`config.mk`:
```
export PLATFORM = sky130hd
export DESIGN_NAME = regfile_port_sequencer
export DESIGN_NICKNAME = d
export VERILOG_FILES = /design/src/rtl/gpu_pkg.sv /design/src/rtl/next_active_thread.sv /design/src/rtl/regfile_port_sequencer.sv
export SDC_FILE = /design/constraint.sdc
export NUM_CORES = 2
export LEC_CHECK = 0
export ABC_AREA = 1
export BUFFER_PORTS_ARGS = -buffer_cell sky130_fd_sc_hd__buf_2
export CORE_MARGIN = 2
export CORE_UTILIZATION = 40
export CTS_CLUSTER_DIAMETER = 50
export DETAILED_ROUTE_END_ITERATION = 10
export PLACE_DENSITY = 0.6
export SYNTH_ARGS = -nofsm -noshare
export SYNTH_HDL_FRONTEND = slang
export SYNTH_HIERARCHICAL = 1
export SYNTH_SLANG_ARGS = --single-unit
```
`constraint.sdc`:
```
create_clock -name clk -period 2.25 [get_ports clk]
set_clock_uncertainty 0.1 [all_clocks]
set_input_delay 0.1125 -clock clk [delete_from_list [all_inputs] [get_ports clk]]
set_output_delay 0.1125 -clock clk [all_outputs]
set_load 0.005 [all_outputs]
```
`src/rtl/gpu_pkg.sv`:
```
// Shared core constants: pipeline state encodings, special register indices, sequencer states.
// Latency: none (declarations only).
// Backpressure: not applicable.
package gpu_pkg;

  localparam logic [2:0] CORE_REQUEST = 3'b011;
  localparam logic [2:0] CORE_UPDATE  = 3'b110;

  localparam logic [3:0] R_BLOCK_ID     = 4'd13;
  localparam logic [3:0] R_BLOCK_DIM    = 4'd14;
  localparam logic [3:0] R_THREAD_ID    = 4'd15;
  localparam logic [3:0] R_WRITABLE_MAX = 4'd12;

  typedef enum logic [1:0] {
    SEQ_IDLE  = 2'd0,
    SEQ_READ  = 2'd1,
    SEQ_WRITE = 2'd2,
    SEQ_DONE  = 2'd3
  } seq_state_t;

endpackage

```
`src/rtl/next_active_thread.sv`:
```
// Priority finder: lowest set mask bit at or above index 'from'.
// Latency: combinational.
// Backpressure: not applicable.
module next_active_thread #(
  parameter int N = 4,
  parameter int W = 2
) (
  input  logic [N-1:0] mask,
  input  logic [W:0]   from,
  output logic [N-1:0] one_hot,
  output logic         valid
);

  // Scan downward so the lowest qualifying bit is the last one written.
  always_comb begin
    one_hot = '0;
    valid   = 1'b0;
    for (int i = N - 1; i >= 0; i--) begin
      if (mask[i] && (i >= int'(from))) begin
        one_hot    = '0;
        one_hot[i] = 1'b1;
        valid      = 1'b1;
      end
    end
  end

endmodule

```
`src/rtl/regfile_port_sequencer.sv`:
```
// Time-multiplexes one shared register array across active threads (REQUEST reads, UPDATE writes).
// Latency: N active threads -> phase_done after N+1 cycles (1 when N=0); REGFILE_PARALLEL_READ_EN reads all in one cycle.
// Backpressure: none; core holds core_state and per-thread inputs stable until phase_done, any change aborts.
module regfile_port_sequencer
  import gpu_pkg::*;
#(
  parameter int THREADS_PER_BLOCK = 4,
  parameter int DATA_BITS         = 8
) (
  input  logic                                   clk,
  input  logic                                   reset,
  input  logic [2:0]                             core_state,
  input  logic [THREADS_PER_BLOCK-1:0]           thread_mask,
  input  logic [7:0]                             block_id,
  input  logic [THREADS_PER_BLOCK*4-1:0]         rs_addr,
  input  logic [THREADS_PER_BLOCK*4-1:0]         rt_addr,
  input  logic [THREADS_PER_BLOCK*4-1:0]         rd_addr,
  input  logic [THREADS_PER_BLOCK-1:0]           wr_en,
  input  logic [THREADS_PER_BLOCK*DATA_BITS-1:0] wr_data,
  output logic [THREADS_PER_BLOCK*DATA_BITS-1:0] rs_data,
  output logic [THREADS_PER_BLOCK*DATA_BITS-1:0] rt_data,
  output logic                                   phase_done,
  output logic                                   busy
);

  localparam int T    = THREADS_PER_BLOCK;
  localparam int D    = DATA_BITS;
  localparam int PW   = (T > 1) ? $clog2(T) : 1;
  localparam int NREG = int'(R_WRITABLE_MAX) + 1;

  seq_state_t state, state_nxt;
  logic [PW-1:0] ptr, ptr_nxt;
  logic          ptr_en;
  logic [2:0]    phase_state;
  logic          do_read, do_write;
  logic [PW:0]   search_from;
  logic [T-1:0]  nxt_one_hot;
  logic          nxt_vld;

  logic [T-1:0][NREG-1:0][D-1:0] mem;

  // Value seen by thread t when reading register a: stored entry or a generated constant.
  function automatic logic [D-1:0] reg_value(input logic [NREG-1:0][D-1:0] row,
                                             input logic [3:0] a, input int t,
                                             input logic [7:0] bid);
    logic [D-1:0] v;
    v = '0;
    for (int r = 0; r < NREG; r++) begin
      if (a == 4'(r)) v = row[r];
    end
    if (a == R_BLOCK_ID)  v = D'(bid);
    if (a == R_BLOCK_DIM) v = D'(T);
    if (a == R_THREAD_ID) v = D'(t);
    return v;
  endfunction

  assign search_from = (state == SEQ_IDLE) ? '0 : ({1'b0, ptr} + {{PW{1'b0}}, 1'b1});

  next_active_thread #(.N(T), .W(PW)) u_next (
    .mask    (thread_mask),
    .from    (search_from),
    .one_hot (nxt_one_hot),
    .valid   (nxt_vld)
  );

  // Encode the finder's one-hot result into a thread index.
  always_comb begin
    ptr_nxt = '0;
    for (int t = 0; t < T; t++) begin
      if (nxt_one_hot[t]) ptr_nxt = PW'(t);
    end
  end

  // Next-state, service strobes and status outputs.
  always_comb begin
    state_nxt  = state;
    ptr_en     = 1'b0;
    do_read    = 1'b0;
    do_write   = 1'b0;
    phase_done = (state == SEQ_DONE);
    busy       = (state == SEQ_READ) || (state == SEQ_WRITE);
    unique case (state)
      SEQ_IDLE: begin
        if ((core_state == CORE_REQUEST) || (core_state == CORE_UPDATE)) begin
          if (!nxt_vld) begin
            state_nxt = SEQ_DONE;
          end else begin
            state_nxt = (core_state == CORE_REQUEST) ? SEQ_READ : SEQ_WRITE;
            ptr_en    = 1'b1;
          end
        end
      end
      SEQ_READ: begin
        if (core_state != phase_state) begin
          state_nxt = SEQ_IDLE;
        end else begin
          do_read = 1'b1;
`ifdef REGFILE_PARALLEL_READ_EN
          state_nxt = SEQ_DONE;
`else
          ptr_en = nxt_vld;
          if (!nxt_vld) state_nxt = SEQ_DONE;
`endif
        end
      end
      SEQ_WRITE: begin
        if (core_state != phase_state) begin
          state_nxt = SEQ_IDLE;
        end else begin
          do_write = 1'b1;
          ptr_en   = nxt_vld;
          if (!nxt_vld) state_nxt = SEQ_DONE;
        end
      end
      SEQ_DONE: begin
        if (core_state != phase_state) state_nxt = SEQ_IDLE;
      end
      default: state_nxt = SEQ_IDLE;
    endcase
  end

  // State, service pointer and the core_state that opened the current phase.
  always_ff @(posedge clk) begin
    if (reset) begin
      state       <= SEQ_IDLE;
      ptr         <= '0;
      phase_state <= '0;
    end else begin
      state <= state_nxt;
      if (ptr_en) ptr <= ptr_nxt;
      if (state == SEQ_IDLE) phase_state <= core_state;
    end
  end

  // Operand capture: the serviced thread (or all active threads in parallel mode) updates its slices.
  always_ff @(posedge clk) begin
    if (reset) begin
      rs_data <= '0;
      rt_data <= '0;
    end else if (do_read) begin
      for (int t = 0; t < T; t++) begin
`ifdef REGFILE_PARALLEL_READ_EN
        if (thread_mask[t]) begin
`else
        if (t == int'(ptr)) begin
`endif
          rs_data[t*D +: D] <= reg_value(mem[t], rs_addr[t*4 +: 4], t, block_id);
          rt_data[t*D +: D] <= reg_value(mem[t], rt_addr[t*4 +: 4], t, block_id);
        end
      end
    end
  end

  // Writeback of the serviced thread; destinations above R12 are dropped.
  always_ff @(posedge clk) begin
    if (reset) begin
      mem <= '0;
    end else if (do_write) begin
      for (int t = 0; t < T; t++) begin
        for (int r = 0; r < NREG; r++) begin
          if ((t == int'(ptr)) && wr_en[t] && (rd_addr[t*4 +: 4] == 4'(r))) begin
            mem[t][r] <= wr_data[t*D +: D];
          end
        end
      end
    end
  end

endmodule

```
=== Yosys cells after proc, flatten, opt, wreduce, memory -nomap -nowiden ===
Cells that the tools add are included.

* Logic and storage cells: 536
* Output and inout port bits: 66
* Flip-flop bits (word level): 487

* Reductions and logical operators: 134
* Add/sub/neg operators: 1
* Multiplexer cells: 154
* Magnitude comparators: 4
* Equality and inequality tests: 180

{| class="wikitable"
|+ Operators by type and width
! cell !! number
|-
| $mux W8 || 128
|-
| $eq A4 B4 Y1 const B || 84
|-
| $eq A4 B3 Y1 const B || 48
|-
| $reduce_and A2 Y1 || 56
|-
| $eq A4 B2 Y1 const B || 24
|-
| $logic_and A1 B1 Y1 || 60
|-
| $eq A4 B1 Y1 const B || 12
|-
| $logic_not A4 Y1 || 12
|-
| $mux W2 || 8
|-
| $mux W4 || 4
|-
| $mux W1 || 11
|-
| $ge A1 B3 Y1 const A || 2
|-
| $ge A2 B3 Y1 const A || 2
|-
| $pmux W2 S3 || 1
|-
| $eq A2 B2 Y1 const A || 2
|-
| $eq A2 B2 Y1 const B || 2
|-
| $logic_not A2 Y1 || 2
|-
| $ne A2 B1 Y1 const B || 2
|-
| $add A2 B1 Y3 const B || 1
|-
| $eq A3 B2 Y1 const B || 1
|-
| $eq A3 B3 Y1 const B || 1
|-
| $mux W3 || 1
|-
| $ne A3 B2 Y1 const B || 1
|-
| $ne A3 B3 Y1 || 1
|-
| other kinds (6) || 7
|}

=== Longest topological paths before layout ===
* Depth in word-level cells: 17
* Gate-level depth with buffers: 15
* Mapped depth without buffers: 15

=== Hierarchy ===
The synthesis kept the hierarchy.

{| class="wikitable"
|+ By module, submodules not included
! module !! area an instance (µm²) !! cells an instance !! instances
|-
| regfile_port_sequencer || 25409.4 || 3830 || 1
|-
| next_active_thread || 98.8 || 23 || 1
|}

=== Worst setup path before layout ===
Ideal clock, no wire load.

* Path kind: reg-to-reg
* From: reg state[0]
* To: reg ptr[0]
* Period minus slack after synthesis: 2.064 ns
* Setup slack: 0.186 ns
* Cell stages (with the launch flop): 15
* Arrival time: 1.831 ns
* Cells stage by stage: dfxtp_1 -> inv_1 -> ha_1 -> clkbuf_1 -> nor2_1 -> nor2_2 -> nand2_2 -> nand2_2 -> inv_2 -> nand2_2 -> nand2_1 -> o21ai_0 -> nand2_1 -> a211oi_1 -> a211oi_1

* Word-level cells in the longest chain between the ends: 11
* Elaborated cells between the ends (all ways): 28

{| class="wikitable"
|+ Ends and longest elaborated chain
! item !! RTL line !! RTL
|-
| from (decl) || regfile_port_sequencer.sv:31 || <nowiki>seq_state_t state, state_nxt;</nowiki>
|-
| from (signal assigned) || regfile_port_sequencer.sv:129 || <nowiki>state <= state_nxt;</nowiki>
|-
| $logic_not A2 Y1 (*) || regfile_port_sequencer.sv:57 || <nowiki>assign search_from = (state == SEQ_IDLE) ? '0 : ({1'b0, ptr} + {{PW{1'b0}}, 1'b1});</nowiki>
|-
| $mux W3 (*) || regfile_port_sequencer.sv:57 ||
|-
| net search_from[1] || regfile_port_sequencer.sv:36 || <nowiki>logic [PW:0] search_from;</nowiki>
|-
| $ge A2 B3 Y1 || next_active_thread.sv:19 || <nowiki>if (mask[i] && (i >= int'(from))) begin</nowiki>
|-
| $logic_and A1 B1 Y1 || next_active_thread.sv:19 ||
|-
| $mux W1 (3 in a row) || next_active_thread.sv:19 ||
|-
| $mux W1 (*) || next_active_thread.sv:19 ||
|-
| net nxt_vld || regfile_port_sequencer.sv:38 || <nowiki>logic nxt_vld;</nowiki>
|-
| $mux W1 || regfile_port_sequencer.sv:85 || <nowiki>if (!nxt_vld) begin</nowiki>
|-
| $mux W1 || regfile_port_sequencer.sv:84 || <nowiki>if ((core_state == CORE_REQUEST) || (core_state == CORE_UPDATE)) begin</nowiki>
|-
| $pmux W1 S2 (*) || regfile_port_sequencer.sv:82 || <nowiki>unique case (state)</nowiki>
|-
| to (signal assigned) || regfile_port_sequencer.sv:130 || <nowiki>if (ptr_en) ptr <= ptr_nxt;</nowiki>
|-
| to (decl) || regfile_port_sequencer.sv:32 || <nowiki>logic [PW-1:0] ptr, ptr_nxt;</nowiki>
|}

Mark *: on every way through the listed nets, which the timed path passes. The rest lies on a longest branch.
A chain may end at the register's enable or synchronous reset.

=== Worst setup path in the final report ===
* From: reg ptr[1]
* To: reg ptr[1]

* Word-level cells in the longest chain between the ends: 11
* Elaborated cells between the ends (all ways): 24

{| class="wikitable"
|+ Ends and longest elaborated chain
! item !! RTL line
|-
| $add A2 B1 Y3 (*) || regfile_port_sequencer.sv:57
|-
| $mux W3 (*) || regfile_port_sequencer.sv:57
|-
| net search_from[1] || regfile_port_sequencer.sv:36
|-
| $ge A2 B3 Y1 || next_active_thread.sv:19
|-
| $logic_and A1 B1 Y1 || next_active_thread.sv:19
|-
| $mux W1 (3 in a row) || next_active_thread.sv:19
|-
| $mux W1 (*) || next_active_thread.sv:19
|-
| net nxt_vld || regfile_port_sequencer.sv:38
|-
| $mux W1 || regfile_port_sequencer.sv:85
|-
| $mux W1 || regfile_port_sequencer.sv:84
|-
| $pmux W1 S2 (*) || regfile_port_sequencer.sv:82
|}

Marked as above.

==> flow_metrics.py <==
metrics = {
    "setup_path": {
        "r2r_end": "ptr[1]",
        "crit_slowest_cell": "dfxtp_1",
        "cp.required_ns": 2.62,
        "max_stage_delay_ns": 0.37,
        "crit_chain": "inv_1, ha_1, inv_1, nor2_1, nor2_2, nand2_2, nand2_2, inv_2, nand2_2, nand2_1, o21ai_2, nand2_2, nor3_4, a211oi_2",
        "ff2ff_setup_slack_ns": 0.13,
        "r2r-start": "ptr[1]",
        "start_kind": "flip-flop",
        "reg2reg_depth": 14,
        "crit_start": "ptr[1]",
        "crit_arrival_ns": 2.49,
        "critPathKind": "flip-flop to flip-flop",
        "cp_max_fo": 4,
        "worst_setup_path_end_kind": "flip-flop",
        "cpMostUsedCell": "nand2_2",
    },
    "logic_synthesis": {
        "synthCells": 3853,
        "netlist_area_mm2": 0.02551,
        "yosys-top-cells-area": "dfxtp_1 (38%), nand2_1 (14%), a21oi_1 (9.8%)",
        "yosys.area.top_type": "dfxtp_1",
        "synth.most_common_cell": "nand2_1",
        "syn_area_per_cell_um2": 6.620,
        "ys.flop_type": "dfxtp_1",
        "synth_top_area_frac": 0.3822,
        "synthArstFlopShare": 0,
        "yosysSeqAreaShare": 0.3822,
        "synth-seq-cells": 487,
        "synthesis.nets": 3962,
        "synth.distinct_cells": 40,
        "ys_top_cells_by_count": "nand2_1 (935), a21oi_1 (497), nor2_1 (497), dfxtp_1 (487), inv_1 (377)",
        "synth_warnings": 6,
        "synth_edf_count": 0,
    },
    "cts": {
        "cts_buffers": 71,
        "clockRootBuffer": "clkbuf_16",
        "htree_levels": 3,
        "cts.path.max_buffers": 3,
        "clkTransAtPathRegs_ns": 0.06,
        "cts_tree": "yes",
        "numClockSinks": 487,
        "clkLatencyLatePin_ns": 0.60,
    },
    "power": {
        "p_switching_uw": 5868,
        "power_frac_seq": 0.393,
        "netSwitchingFraction": 0.2640,
        "total_power_uw": 22230,
        "p_clk_frac": 0.510,
        "p_int_uw": 16360,
        "peakVddDrop_mv": 0.4308,
        "powerDensity_mw_per_mm2": 721.0,
        "leakage_uw": 0.01251,
        "pwr-share-comb": 0.097,
    },
    "die": {
        "placement_rows": 92,
        "ios": 167,
        "start_util": 0.4044,
        "dieArea_mm2": 0.06581,
        "coreArea_mm2": 0.06308,
        "dieHeight_um": 256.5,
        "die_w_um": 256.5,
    },
    "placement": {
        "io_buffers": 166,
        "dp.cells": 4852,
        "detailed_place_hpwl_um": 66910,
        "gp_congestion": 0.9573,
    },
    "global_routing": {
        "grt_pass1_vias": 24930,
        "grt_antenna_before_repair": 3,
        "grt_pass1_wl_um": 144800,
        "grt.overflow.total": 0,
        "grt_max_degree": 82,
        "grt_usage": 0.2793,
    },
    "routing": {
        "first_iter_violations": 2477,
        "wl_um": 93520,
        "routedWlPerCell_um": 18.62,
        "drtPass1Iterations": 8,
        "antenna_left": 0,
        "drc": 0,
        "num_vias": 26500,
        "via_per_inst": 5.276,
    },
    "timing": {
        "layout_min_cycle_time_ns": 2.116,
        "finalMaxSlewViolations": 0,
        "slew_headroom": 0.4324,
        "rsz0062_at_grt": "true",
        "hold_violations": 0,
        "hold_ws_ns": 0.01788,
        "timing.final.crit_share": 0.9405,
        "final.setup.tns_ns": 0,
        "max_freq_ghz": 0.4726,
        "finalSetupViolations": 0,
        "tightest_slew_ns": 0.8505,
    },
    "finish": {
        "ff_latch_area_mm2": 0.009749,
        "fin_cells": 5022,
        "area_growth_pct": 20.87,
        "fill_cells": 6544,
        "antennaDiodeCount": 0,
        "final_nets": 4233,
        "layout-drive-gt1-share": 0.1408,
        "multiInputGateArea_mm2": 0.01352,
    },
    "run_status": {
        "status": "finished, final reports clean",
    },
    "worst_hold_path": {
        "min_to": "mem[344]",
        "hold_class": "input pin to flip-flop",
        "min-delay-start": "wr_data[24]",
        "hold_depth": 3,
    },
    "job": {
        "drv_cap": 0,
    },
}
## worst max-delay path: cells and delay by family, from the launching register on
family                   cells  cell delay [ns]
AND/OR/NAND/NOR              8             0.88
flip-flops                   1             0.37
adder cells (fa/ha/maj)      1             0.27
AO/OA/AOI/OAI                2             0.19
buffers and inverters        3             0.18
## worst max-delay path by stage
stage	cells after the start	slack (ns)	endpoint
CTS	13	0.06	state[0]
detailed placement	14	0.08	ptr[0]
finish	14	0.13	ptr[1]
floorplan	14	0.19	ptr[0]
global route	14	-0.03	ptr[0]
global placement	12	0.1	rs_data[23]
## power by group through the flow
stage	Sequential, uW	Combinational [uW]	Clock [uW]
global route	8740	2340	11800
CTS	8740	2080	11500
detailed placement	8920	2010	0
global placement	8920	2010	0
floorplan	8920	1180	0
finish	8740	2160	11300
## layout make-up
class,count,share of cell area
Clock inverter,31,0.01205
Sequential cell,487,0.3162
Inverter,390,0.04785
Timing Repair Buffer,355,0.08567
Clock buffer,94,0.06538
Tap cell,846,0.03433
Multi-Input combinational cell,2819,0.4385
## layer usage
| layer | track usage | wire [um] | vias to the layer above |
|---|---|---|---|
| met4 | 0.1037 | 3117 | 4 |
| met5 | 0 | 22 | - |
| met2 | 0.4344 | 40710 | 970 |
| met3 | 0.04379 | 6926 | 159 |
| met1 | 0.3893 | 42750 | 12090 |
| li1 | - | - | 13270 |
## layout by cell type (no fill, tap or decap), drive strengths merged
master and instances:
dfxtp 487, nor3 30, nand3b 1, dlygate4sd3 41, o21ai 356, nand3 129
xnor2 1, xor2 2, nor3b 1, ha 8, a21boi 1, a21oi 497
or2 41, inv 398, a211oi 131, nand4 127, clkbuf 94, and3 1
a31oi 2, bufinv 6, clkinv 11, nor4 5, nand2 942, clkinvlp 6
nor2 543, buf 314, o32ai 1
## through the flow
stage | area (um^2) | utilization | worst slack, ns
3_5_place_dp | 27880 | 0.4420 | 0.07610
5_1_grt | 30830 | 0.4888 | -0.02963
2_1_floorplan | 25510 | - | 0.1863
6_report | 30830 | 0.4888 | 0.1338
3_3_place_gp | 27880 | 0.4420 | 0.09664
4_1_cts | 30680 | 0.4864 | 0.05501
## sequential cells by signal, indices dropped and copies added, names as in the netlist
name,count
ptr,2
state,2
rt_data,32
rs_data,32
mem,416
phase_state,3
## what timing repair did
item	CTS	global route
gates resized for setup	0	23
hold buffers	41	0
hold endpoints to repair	187	0
endpoints found under the setup margin	0	60
buffers inserted	0	4
## kinds of logic (layout without fill, tap and decap cells)
| logic type | after synthesis | after routing | share of synthesized area |
|---|---|---|---|
| buf+inv | 547 | 870 | 0.08996 |
| compound gates | 988 | 988 | 0.2090 |
| simple gates | 1820 | 1820 | 0.3139 |
| fa+ha+maj | 8 | 8 | 0.003924 |
| flops | 487 | 487 | 0.3822 |
| xor+xnor | 3 | 3 | 0.001030 |
Power figures use the tool's default switching activity.
